===== config.mk =====
export PLATFORM = sky130hd
export DESIGN_NAME = can_mc_arbiter
export DESIGN_NICKNAME = d
export VERILOG_FILES = /design/src/rtl/can_mc_pkg.sv /design/src/rtl/can_rr_arb2.sv /design/src/rtl/can_mc_arbiter.sv
export SDC_FILE = /design/constraint.sdc
export NUM_CORES = 1
export LEC_CHECK = 0
export ABC_AREA = 1
export CAP_MARGIN = 20
export CORE_ASPECT_RATIO = 1.4
export CORE_MARGIN = 2
export CORE_UTILIZATION = 44
export CTS_CLUSTER_DIAMETER = 200
export DETAILED_ROUTE_END_ITERATION = 6
export GPL_TIMING_DRIVEN = 0
export PLACE_DENSITY = 0.89
export SETUP_SLACK_MARGIN = 0.1
export SLEW_MARGIN = 0
export SYNTH_ARGS = -nofsm -noshare
export SYNTH_HDL_FRONTEND = slang
export SYNTH_SLANG_ARGS = --single-unit

===== constraint.sdc =====
create_clock -name i_sys_clk -period 6.17 [get_ports i_sys_clk]
set_clock_uncertainty 0.1 [all_clocks]
set_input_delay 0.9255 -clock i_sys_clk [delete_from_list [all_inputs] [get_ports i_sys_clk]]
set_output_delay 0.9255 -clock i_sys_clk [all_outputs]
set_load 0.01 [all_outputs]

===== src/rtl/can_mc_pkg.sv =====
// can_mc_pkg
// Shared types and constants for the MC-interface arbiter slice.
//   state_t      : arbiter FSM states (IDLE, WAIT, GAP)
//   ADDR_W/DATA_W: MC register address / data widths
//   REQ_HOST/REQ_ENGINE : requester indices (bit positions in i_req)
//   onehot2()    : requester index -> one-hot 2-bit vector
package can_mc_pkg;

   localparam int ADDR_W  = 6;
   localparam int DATA_W  = 32;
   localparam int NUM_REQ = 2;

   localparam logic REQ_HOST   = 1'b0;
   localparam logic REQ_ENGINE = 1'b1;

   typedef enum logic [1:0] {
      IDLE = 2'd0,
      WAIT = 2'd1,
      GAP  = 2'd2
   } state_t;

   function automatic logic [1:0] onehot2(input logic idx);
      return (idx == REQ_ENGINE) ? 2'b10 : 2'b01;
   endfunction

endpackage


===== src/rtl/can_rr_arb2.sv =====
// can_rr_arb2
// Combinational two-way round-robin pick.
//   req   : request vector (bit0 host, bit1 engine)
//   ptr   : requester that wins a tie
//   valid : at least one request present
//   idx   : index of the winning requester (meaningful when valid)
module can_rr_arb2
   import can_mc_pkg::*;
(
   input  logic [1:0] req,
   input  logic       ptr,
   output logic       valid,
   output logic       idx
);

   always_comb begin
      valid = |req;
      idx   = ptr;
      // Pointed requester keeps priority; fall over only when it is idle.
      if (!req[ptr]) begin
         idx = ~ptr;
      end
   end

endmodule


===== src/rtl/can_mc_arbiter.sv =====
// can_mc_arbiter
// Arbitrates the host and the internal engine onto a single MC register
// interface, one transaction at a time, with a per-transaction timeout.
//
// Ports
//   i_sys_clk, i_reset            : clock, async active-high reset
//   i_req[1:0], i_rnw[1:0]        : per-requester request level and read/write
//   i_addr0/1, i_wdata0/1         : per-requester address and write data
//   o_gnt, o_done, o_err          : one-hot grant, completion pulse, error flag
//   o_rdata, o_timeout            : read data (valid with o_done), timeout pulse
//   o_cs, o_r_neg_w, o_addr,
//   o_wdata                       : MC interface command
//   i_ack, i_error, i_rdata       : MC interface response
//
// state | meaning
// IDLE  | no transaction; pick a winner and latch its command when any i_req
// WAIT  | o_cs high, command stable; wait for i_ack or timeout terminal count
// GAP   | one dead cycle with o_cs low so the MC interface re-decodes
module can_mc_arbiter
   import can_mc_pkg::*;
#(
   parameter int TIMEOUT_CYC = 16
) (
   input  logic              i_sys_clk,
   input  logic              i_reset,
   input  logic [1:0]        i_req,
   input  logic [1:0]        i_rnw,
   input  logic [ADDR_W-1:0] i_addr0,
   input  logic [ADDR_W-1:0] i_addr1,
   input  logic [DATA_W-1:0] i_wdata0,
   input  logic [DATA_W-1:0] i_wdata1,
   output logic [1:0]        o_gnt,
   output logic [1:0]        o_done,
   output logic [1:0]        o_err,
   output logic [DATA_W-1:0] o_rdata,
   output logic              o_timeout,
   output logic              o_cs,
   output logic              o_r_neg_w,
   output logic [ADDR_W-1:0] o_addr,
   output logic [DATA_W-1:0] o_wdata,
   input  logic              i_ack,
   input  logic              i_error,
   input  logic [DATA_W-1:0] i_rdata
);

   // TIMEOUT_CYC is at most 255, so an 8-bit up-counter covers it.
   localparam int              CNT_W  = 8;
   localparam logic [CNT_W-1:0] CNT_TC = CNT_W'(TIMEOUT_CYC - 1);

   state_t            state, state_nx;
   logic [CNT_W-1:0]  cnt, cnt_nx;
   logic              ptr, ptr_nx;
   logic              gnt_idx, gnt_idx_nx;

   logic [1:0]        gnt_nx, done_nx, err_nx;
   logic [DATA_W-1:0] rdata_nx, wdata_nx;
   logic [ADDR_W-1:0] addr_nx;
   logic              timeout_nx, cs_nx, rnw_nx;

   logic              arb_valid, arb_idx;

   can_rr_arb2 u_arb (
      .req   (i_req),
      .ptr   (ptr),
      .valid (arb_valid),
      .idx   (arb_idx)
   );

   always_comb begin
      state_nx   = state;
      cnt_nx     = cnt;
      ptr_nx     = ptr;
      gnt_idx_nx = gnt_idx;
      gnt_nx     = o_gnt;
      done_nx    = 2'b00;
      err_nx     = 2'b00;
      timeout_nx = 1'b0;
      rdata_nx   = o_rdata;
      cs_nx      = o_cs;
      rnw_nx     = o_r_neg_w;
      addr_nx    = o_addr;
      wdata_nx   = o_wdata;

      case (state)
         IDLE: begin
            if (arb_valid) begin
               gnt_idx_nx = arb_idx;
               gnt_nx     = onehot2(arb_idx);
               cs_nx      = 1'b1;
               rnw_nx     = i_rnw[arb_idx];
               addr_nx    = (arb_idx == REQ_ENGINE) ? i_addr1  : i_addr0;
               wdata_nx   = (arb_idx == REQ_ENGINE) ? i_wdata1 : i_wdata0;
               cnt_nx     = '0;
               state_nx   = WAIT;
            end
         end

         WAIT: begin
            // Ack is checked first so it wins over a coincident terminal count.
            if (i_ack) begin
               if (o_r_neg_w) begin
                  rdata_nx = i_rdata;
               end
               done_nx  = onehot2(gnt_idx);
               err_nx   = i_error ? onehot2(gnt_idx) : 2'b00;
               cs_nx    = 1'b0;
               gnt_nx   = 2'b00;
               ptr_nx   = ~ptr;
               state_nx = GAP;
            end else if (cnt == CNT_TC) begin
               done_nx    = onehot2(gnt_idx);
               err_nx     = onehot2(gnt_idx);
               timeout_nx = 1'b1;
               cs_nx      = 1'b0;
               gnt_nx     = 2'b00;
               ptr_nx     = ~ptr;
               state_nx   = GAP;
            end else begin
               cnt_nx = cnt + 8'd1;
            end
         end

         GAP: begin
            cnt_nx   = '0;
            state_nx = IDLE;
         end

         default: begin
            cs_nx    = 1'b0;
            gnt_nx   = 2'b00;
            cnt_nx   = '0;
            state_nx = IDLE;
         end
      endcase
   end

   always_ff @(posedge i_sys_clk or posedge i_reset) begin
      if (i_reset) begin
         state     <= IDLE;
         cnt       <= '0;
         ptr       <= REQ_HOST;
         gnt_idx   <= REQ_HOST;
         o_gnt     <= 2'b00;
         o_done    <= 2'b00;
         o_err     <= 2'b00;
         o_rdata   <= '0;
         o_timeout <= 1'b0;
         o_cs      <= 1'b0;
         o_r_neg_w <= 1'b0;
         o_addr    <= '0;
         o_wdata   <= '0;
      end else begin
         state     <= state_nx;
         cnt       <= cnt_nx;
         ptr       <= ptr_nx;
         gnt_idx   <= gnt_idx_nx;
         o_gnt     <= gnt_nx;
         o_done    <= done_nx;
         o_err     <= err_nx;
         o_rdata   <= rdata_nx;
         o_timeout <= timeout_nx;
         o_cs      <= cs_nx;
         o_r_neg_w <= rnw_nx;
         o_addr    <= addr_nx;
         o_wdata   <= wdata_nx;
      end
   end

   a_gnt_onehot : assert property (@(posedge i_sys_clk) disable iff (i_reset)
      $onehot0(o_gnt));
   a_cs_in_wait : assert property (@(posedge i_sys_clk) disable iff (i_reset)
      o_cs == (state == WAIT));
   a_timeout_done : assert property (@(posedge i_sys_clk) disable iff (i_reset)
      o_timeout |-> (o_done != 2'b00));

endmodule


==> results.json, run 1 <==
{
  "status": "completed",
  "clkSlewWorstSetupHoldPaths_ps": 70,
  "grt_use_met3_pct": 6.91,
  "final-setup-viol-count": 0,
  "hold_depth": 1,
  "hold_slack_ps": 382,
  "hold_buffers": 0,
  "busiest_layer": "met2",
  "r2r_cells": 4,
  "crit_arrival_ps": 2660,
  "overflow": 0,
  "clock_sinks": 91,
  "cts_resized": 0,
  "wl_um": 12000,
  "yosysSeqAreaShare_pct": 58.0,
  "routabilityCongestion": 0.798,
  "core_um2": 8610,
  "dr.pass1.iters": 4,
  "finalHoldViolCount": 0,
  "fmax_ghz": 0.402,
  "path_class": "in2reg",
  "cts_tree": "built",
  "placed_cells": 694,
  "syn_nets": 511,
  "power_density_nw_per_um2": 480,
  "insertion_delay_ps": 350,
  "synth_area_um2": 3930,
  "rsz0062_at_grt": "false",
  "setup_ws_ps": 3680,
  "grt_use_total_pct": 25.5,
  "ys_warn_count": 0,
  "drive_gt1_share_pct": 7.77,
  "post-place-ws_ps": 3320,
  "dr_total_vias": 3642,
  "cts-root-buf": "clkbuf_16",
  "cts_setup_buffers": 0,
  "met1_usage_pct": 27.3,
  "fin_cells": 710,
  "grt_max_degree": 49,
  "postSynthAreaPerCell_um2": 9.97,
  "drc": 0,
  "dpl_cell_area_um2": 6030,
  "slew_viol_final": 0,
  "syn_inst": 394,
  "nNetsFinal": 717,
  "cp-end-kind": "flop",
  "rows": 40,
  "fillerInstances": 595,
  "fp.dieW_um": 83.9,
  "antenna_found_initial": 0,
  "total_power_mw": 3.05,
  "grt_pass1_wl_um": 19400,
  "tns_ps": 0,
  "leakagePower_nw": 2.76,
  "ys_seq_elements": 91,
  "met2_usage_pct": 48.3,
  "irDropWorstVdd_uv": 283,
  "maxSlewHeadroom_pct": 62.0,
  "fin_crit_ps": 2490,
  "vias_per_cell": 5.13,
  "tightest_slew_ps": 570,
  "hp-class": "reg2reg",
  "critPathRequiredTime_ps": 6340,
  "ioPinCount": 195,
  "ant_nets": 0,
  "yosys.cell_types.count": 22,
  "die_h_um": 116,
  "htree_num_levels": 3,
  "cts_buffer_depth": 2,
  "start_util_pct": 45.6,
  "first_iter_violations": 215,
  "hpwlAfterDp_um": 9010,
  "final_util_pct": 73.8,
  "n_antenna_cell": 0,
  "start_kind": "input pin",
  "crit_fanout": 10,
  "fin_area_um2": 6350,
  "cts_buffers": 9,
  "dieArea_um2": 9710,
  "grt_pass1_vias": 3900,
  "drv_cap": 0,
  "drt-wirelength-per-cell_um": 16.9,
  "port_buffers": 194,
  "syn_to_final_growth_pct": 61.7,
  "post-route-period-util_pct": 40.3
}
==> worst max-delay path, cell delays in order <==
cell             delay [ps]
clkdlybuf4s50_1         490
nor2_1                   80
nor3_2                  380
clkbuf_1                430
o21ai_0                 180
o21ai_1                 160
==> cells in the final DEF (no fill, tap or decap) <==
| cell | n |
|---|---|
| nand4_1 | 1 |
| inv_4 | 1 |
| buf_16 | 1 |
| clkinvlp_4 | 4 |
| inv_2 | 2 |
| mux2_1 | 12 |
| nand2_1 | 71 |
| nor2_4 | 1 |
| o21ai_1 | 47 |
| a21oi_1 | 2 |
| o21ai_0 | 45 |
| nand3_2 | 1 |
| nor3_2 | 1 |
| clkdlybuf4s50_1 | 194 |
| clkbuf_16 | 9 |
| xor2_1 | 1 |
| clkbuf_1 | 16 |
| bufinv_16 | 2 |
| nor3_1 | 4 |
| dfrtp_1 | 91 |
| o21bai_1 | 1 |
| nor2_1 | 53 |
| mux2_4 | 20 |
| inv_1 | 10 |
| buf_6 | 3 |
| nand3_1 | 9 |
| buf_2 | 2 |
| ha_1 | 1 |
==> synth_stat cells (all sizes together) <==
| cell type | instances | area [um2] |
|---|---|---|
| inv | 13 | 48.8 |
| nand4 | 1 | 6.26 |
| o21ai | 92 | 460 |
| dfrtp | 91 | 2280 |
| xor2 | 1 | 8.76 |
| nor2 | 54 | 210 |
| buf | 5 | 43.8 |
| mux2 | 32 | 435 |
| a21oi | 2 | 10.0 |
| o21bai | 1 | 7.51 |
| nor3 | 5 | 30.0 |
| nand3 | 10 | 55.1 |
| clkbuf | 15 | 56.3 |
| nand2 | 71 | 267 |
| ha | 1 | 12.5 |
==> metal layers <==
| metal | vias up | share of wire (%) |
|---|---|---|
| met1 | 1741 | 37 |
| met4 | 0 | 2.5 |
| met2 | 162 | 54 |
| li1 | 1719 | - |
| met3 | 20 | 6.7 |
| met5 | - | 0 |
==> registers in the layout, indices dropped and copies added (netlist names) <==
name and cells:
state 2, o_addr 6, o_cs 1, o_err 2
o_timeout 1, ptr 1, o_gnt 2, o_r_neg_w 1
cnt 8, o_done 2, gnt_idx 1, o_rdata 32
o_wdata 32
==> final cells by class <==
cell class / count / area, um2 / share of cell area, %
Sequential cell: 91 / 2280 / 35.9
Clock inverter: 6 / 90.1 / 1.42
Clock buffer: 10 / 229 / 3.61
Timing Repair Buffer: 195 / 1970 / 31.0
Multi-Input combinational cell: 270 / 1500 / 23.7
Tap cell: 105 / 131 / 2.07
Buffer: 20 / 100 / 1.58
Inverter: 13 / 51.3 / 0.808
==> final timing paths <==
check	start	endpoint	slack, ps
setup reg to reg	state[1]$_DFFE_PP0P_	o_wdata[27]$_DFFE_PP0P_	4340
setup / recovery	i_req[0]	o_wdata[27]$_DFFE_PP0P_	3680
hold / removal	gnt_idx$_DFFE_PP0P_	o_done[0]$_DFF_PP0_	380
min in group asynchronous	i_reset	o_rdata[31]$_DFFE_PP0P_	910
max in group asynchronous	i_reset	o_wdata[16]$_DFFE_PP0P_	4430
hold reg to reg	gnt_idx$_DFFE_PP0P_	o_done[0]$_DFF_PP0_	380
==> cell families after synthesis <==
logic type	count (synthesis)	share of synthesized area, %
XOR/XNOR	1	0.223
AND/OR/NAND/NOR	141	14.5
adder cells (fa/ha/maj)	1	0.318
AO/OA/AOI/OAI	95	12.2
flip-flops	91	58.0
buffers and inverters	33	3.79
multiplexers	32	11.1
==> report_power, final <==
group	internal, mW	leakage (nW)	switching [mW]	total, mW
combinational	0.766	1.50	0.657	1.42
clock	0.355	0.141	0.237	0.592
sequential	0.869	1.12	0.163	1.03
Power figures use the tool's default switching activity.
==> run 2, diff against run 1 <==
--- a/config.mk
+++ b/config.mk
@@ -9,11 +9,11 @@
 export CAP_MARGIN = 20
 export CORE_ASPECT_RATIO = 1.4
 export CORE_MARGIN = 2
-export CORE_UTILIZATION = 44
+export CORE_UTILIZATION = 36
 export CTS_CLUSTER_DIAMETER = 200
 export DETAILED_ROUTE_END_ITERATION = 6
 export GPL_TIMING_DRIVEN = 0
-export PLACE_DENSITY = 0.89
+export PLACE_DENSITY = 0.78
 export SETUP_SLACK_MARGIN = 0.1
 export SLEW_MARGIN = 0
 export SYNTH_ARGS = -nofsm -noshare
==> constraint.sdc (replaced) <==
create_clock -name i_sys_clk -period 2.2 [get_ports i_sys_clk]
set_clock_uncertainty 0.1 [all_clocks]
set_input_delay 0.33 -clock i_sys_clk [delete_from_list [all_inputs] [get_ports i_sys_clk]]
set_output_delay 0.33 -clock i_sys_clk [all_outputs]
set_load 0.01 [all_outputs]
==> run 2 against run 1 <==
Effect of this change:
- first-iteration DRC count is 54% lower
- count of clock-buffer cells in the layout increased by 2
- sequential share of layout area shrank 0.38 points
- register-to-register slack worse by 4000 ps
- critical path depth unchanged
- routed wire length shrank 4.5%
- die area up 21%
- setup slack worse by 3400 ps
- clock power grew to 2.8 times the previous value
- cell count grew 5.2%
- critical path type unchanged
==> results.json, run 2 (synthesis results as in run 1) <==
{
  "slew_viol_final": 0,
  "start_kind": "input pin",
  "power.share.sequential_pct": 33.7,
  "largest_registers": "o_rdata x32, o_wdata x32, cnt x8",
  "routabilityCongestion": 0.822,
  "max_stage_delay_ps": 490,
  "cts_buffers": 9,
  "setup_ws_ps": 245,
  "die_h_um": 128,
  "grt_pass1_vias": 3754,
  "hold_slack_ps": 261,
  "path_class": "in2reg",
  "ioPinCount": 195,
  "n_antenna_cell": 0,
  "grt_max_degree": 43,
  "grt_use_total_pct": 20.0,
  "crit_fanout": 10,
  "cts_setup_buffers": 0,
  "vias_per_cell": 4.80,
  "hp-class": "in2async",
  "rows": 45,
  "cts-root-buf": "clkbuf_16",
  "fmax_ghz": 0.512,
  "clock_sinks": 91,
  "multiInputGateArea_um2": 1500,
  "tightest_slew_ps": 583,
  "core_um2": 10800,
  "dr_total_vias": 3588,
  "p_comb_share_pct": 46.7,
  "cp_cell_sequence": "clkdlybuf4s50_1, nor2_1, nor3_2, clkbuf_1, o21ai_0, o21ai_1",
  "fin_crit_ps": 1950,
  "syn_to_final_growth_pct": 63.4,
  "switchingPower_mw": 2.86,
  "htree_num_levels": 3,
  "hpwlAfterDp_um": 8840,
  "rsz0062_at_grt": "false",
  "start_util_pct": 36.5,
  "crit_arrival_ps": 2110,
  "drive_gt1_share_pct": 7.92,
  "cts_buffer_depth": 2,
  "first_iter_violations": 98,
  "antenna_found_initial": 0,
  "cts_resized": 0,
  "ant_nets": 0,
  "final_cell_mix": "clkdlybuf4s50_1 (194), dfrtp_1 (91), nand2_1 (71)",
  "grt_pass1_wl_um": 18400,
  "leakagePower_nw": 2.78,
  "slowest_stage": "clkdlybuf4s50_1",
  "port_buffers": 194,
  "dpl_cell_area_um2": 6090,
  "status": "completed",
  "p_sw_share_pct": 33.6,
  "fin_area_um2": 6420,
  "post-place-ws_ps": -83.2,
  "drt-wirelength-per-cell_um": 15.3,
  "insertion_delay_ps": 330,
  "p_clk_share_pct": 19.6,
  "drc": 0,
  "maxSlewHeadroom_pct": 61.2,
  "power_density_nw_per_um2": 1320,
  "critPathRequiredTime_ps": 2350,
  "nNetsFinal": 718,
  "final-setup-viol-count": 0,
  "drv_cap": 0,
  "cts_tree": "built",
  "fillerInstances": 913,
  "dr.pass1.iters": 5,
  "finalHoldViolCount": 0,
  "wl_um": 11500,
  "fp.dieW_um": 92.3,
  "p_int_mw": 5.64,
  "final_common_cell": "clkdlybuf4s50_1",
  "clkSlewWorstSetupHoldPaths_ps": 60,
  "irDropWorstVdd_uv": 700,
  "cp_num_buf_inv": 2,
  "overflow": 0,
  "post-route-period-util_pct": 88.8,
  "critPathTopFamily": "buffers and inverters",
  "seqCellArea_um2": 2280,
  "cp-end-kind": "flop",
  "dieArea_um2": 11800,
  "hold_buffers": 0
}
## run 2: power groups by stage
stage | Clock [mW] | Sequential (mW) | Combinational, mW
after floorplan | 0 | 3.19 | 1.55
after global routing | 1.76 | 2.96 | 4.32
after CTS | 1.71 | 2.87 | 4.03
after detailed placement | 0 | 2.89 | 4.00
final | 1.66 | 2.87 | 3.97
after global placement | 0 | 2.85 | 3.92
## run 2: path summary, 6_finish.rpt
kind                                 startpoint  cells past startpoint  slack [ps]                       to
max reg2reg                state[1]$_DFFE_PP0P_                      4         330  o_wdata[27]$_DFFE_PP0P_
min in group i_sys_clk      gnt_idx$_DFFE_PP0P_                      1         350      o_done[0]$_DFF_PP0_
min reg2reg                 gnt_idx$_DFFE_PP0P_                      1         350      o_done[0]$_DFF_PP0_
max in group asynchronous               i_reset                      3        1190     state[0]$_DFFE_PP0P_
max                                    i_req[1]                      6         250  o_wdata[27]$_DFFE_PP0P_
min                                     i_reset                      2         260   o_rdata[4]$_DFFE_PP0P_
## run 2: area by class of cell
cell class	count	share of cell area, %
Buffer	20	1.56
Clock buffer	12	4.00
Clock inverter	4	1.13
Inverter	13	0.819
Multi-Input combinational cell	270	23.4
Sequential cell	91	35.5
Tap cell	141	2.75
Timing Repair Buffer	196	30.9
## run 2: per-layer routing
metal	share of wire [%]	global-route usage (%)	wire, um	vias up
met1	38	22.0	4310	1708
met4	1.7	5.97	191	0
met2	54	37.2	6210	144
li1	-	-	-	1721
met3	6.5	5.48	750	15
met5	0	0	0	-
## run 2: per-stage QoR
step	power [mW]	util, %	setup TNS [ps]	cells
floorplan	4.73	-	0	394
global placement	6.76	56.3	-21210	729
detailed placement	6.89	56.6	-730	731
CTS	8.60	59.7	0	747
global route	9.05	59.7	0	747
finish	8.50	59.7	0	747
==> run 3, diff against run 2 <==
--- a/config.mk
+++ b/config.mk
@@ -19,3 +19,4 @@
 export SYNTH_ARGS = -nofsm -noshare
 export SYNTH_HDL_FRONTEND = slang
 export SYNTH_SLANG_ARGS = --single-unit
+export TNS_END_PERCENT = 10
==> results of run 3 <==
Final layout, timing and power as in run 2 (identical DEF).
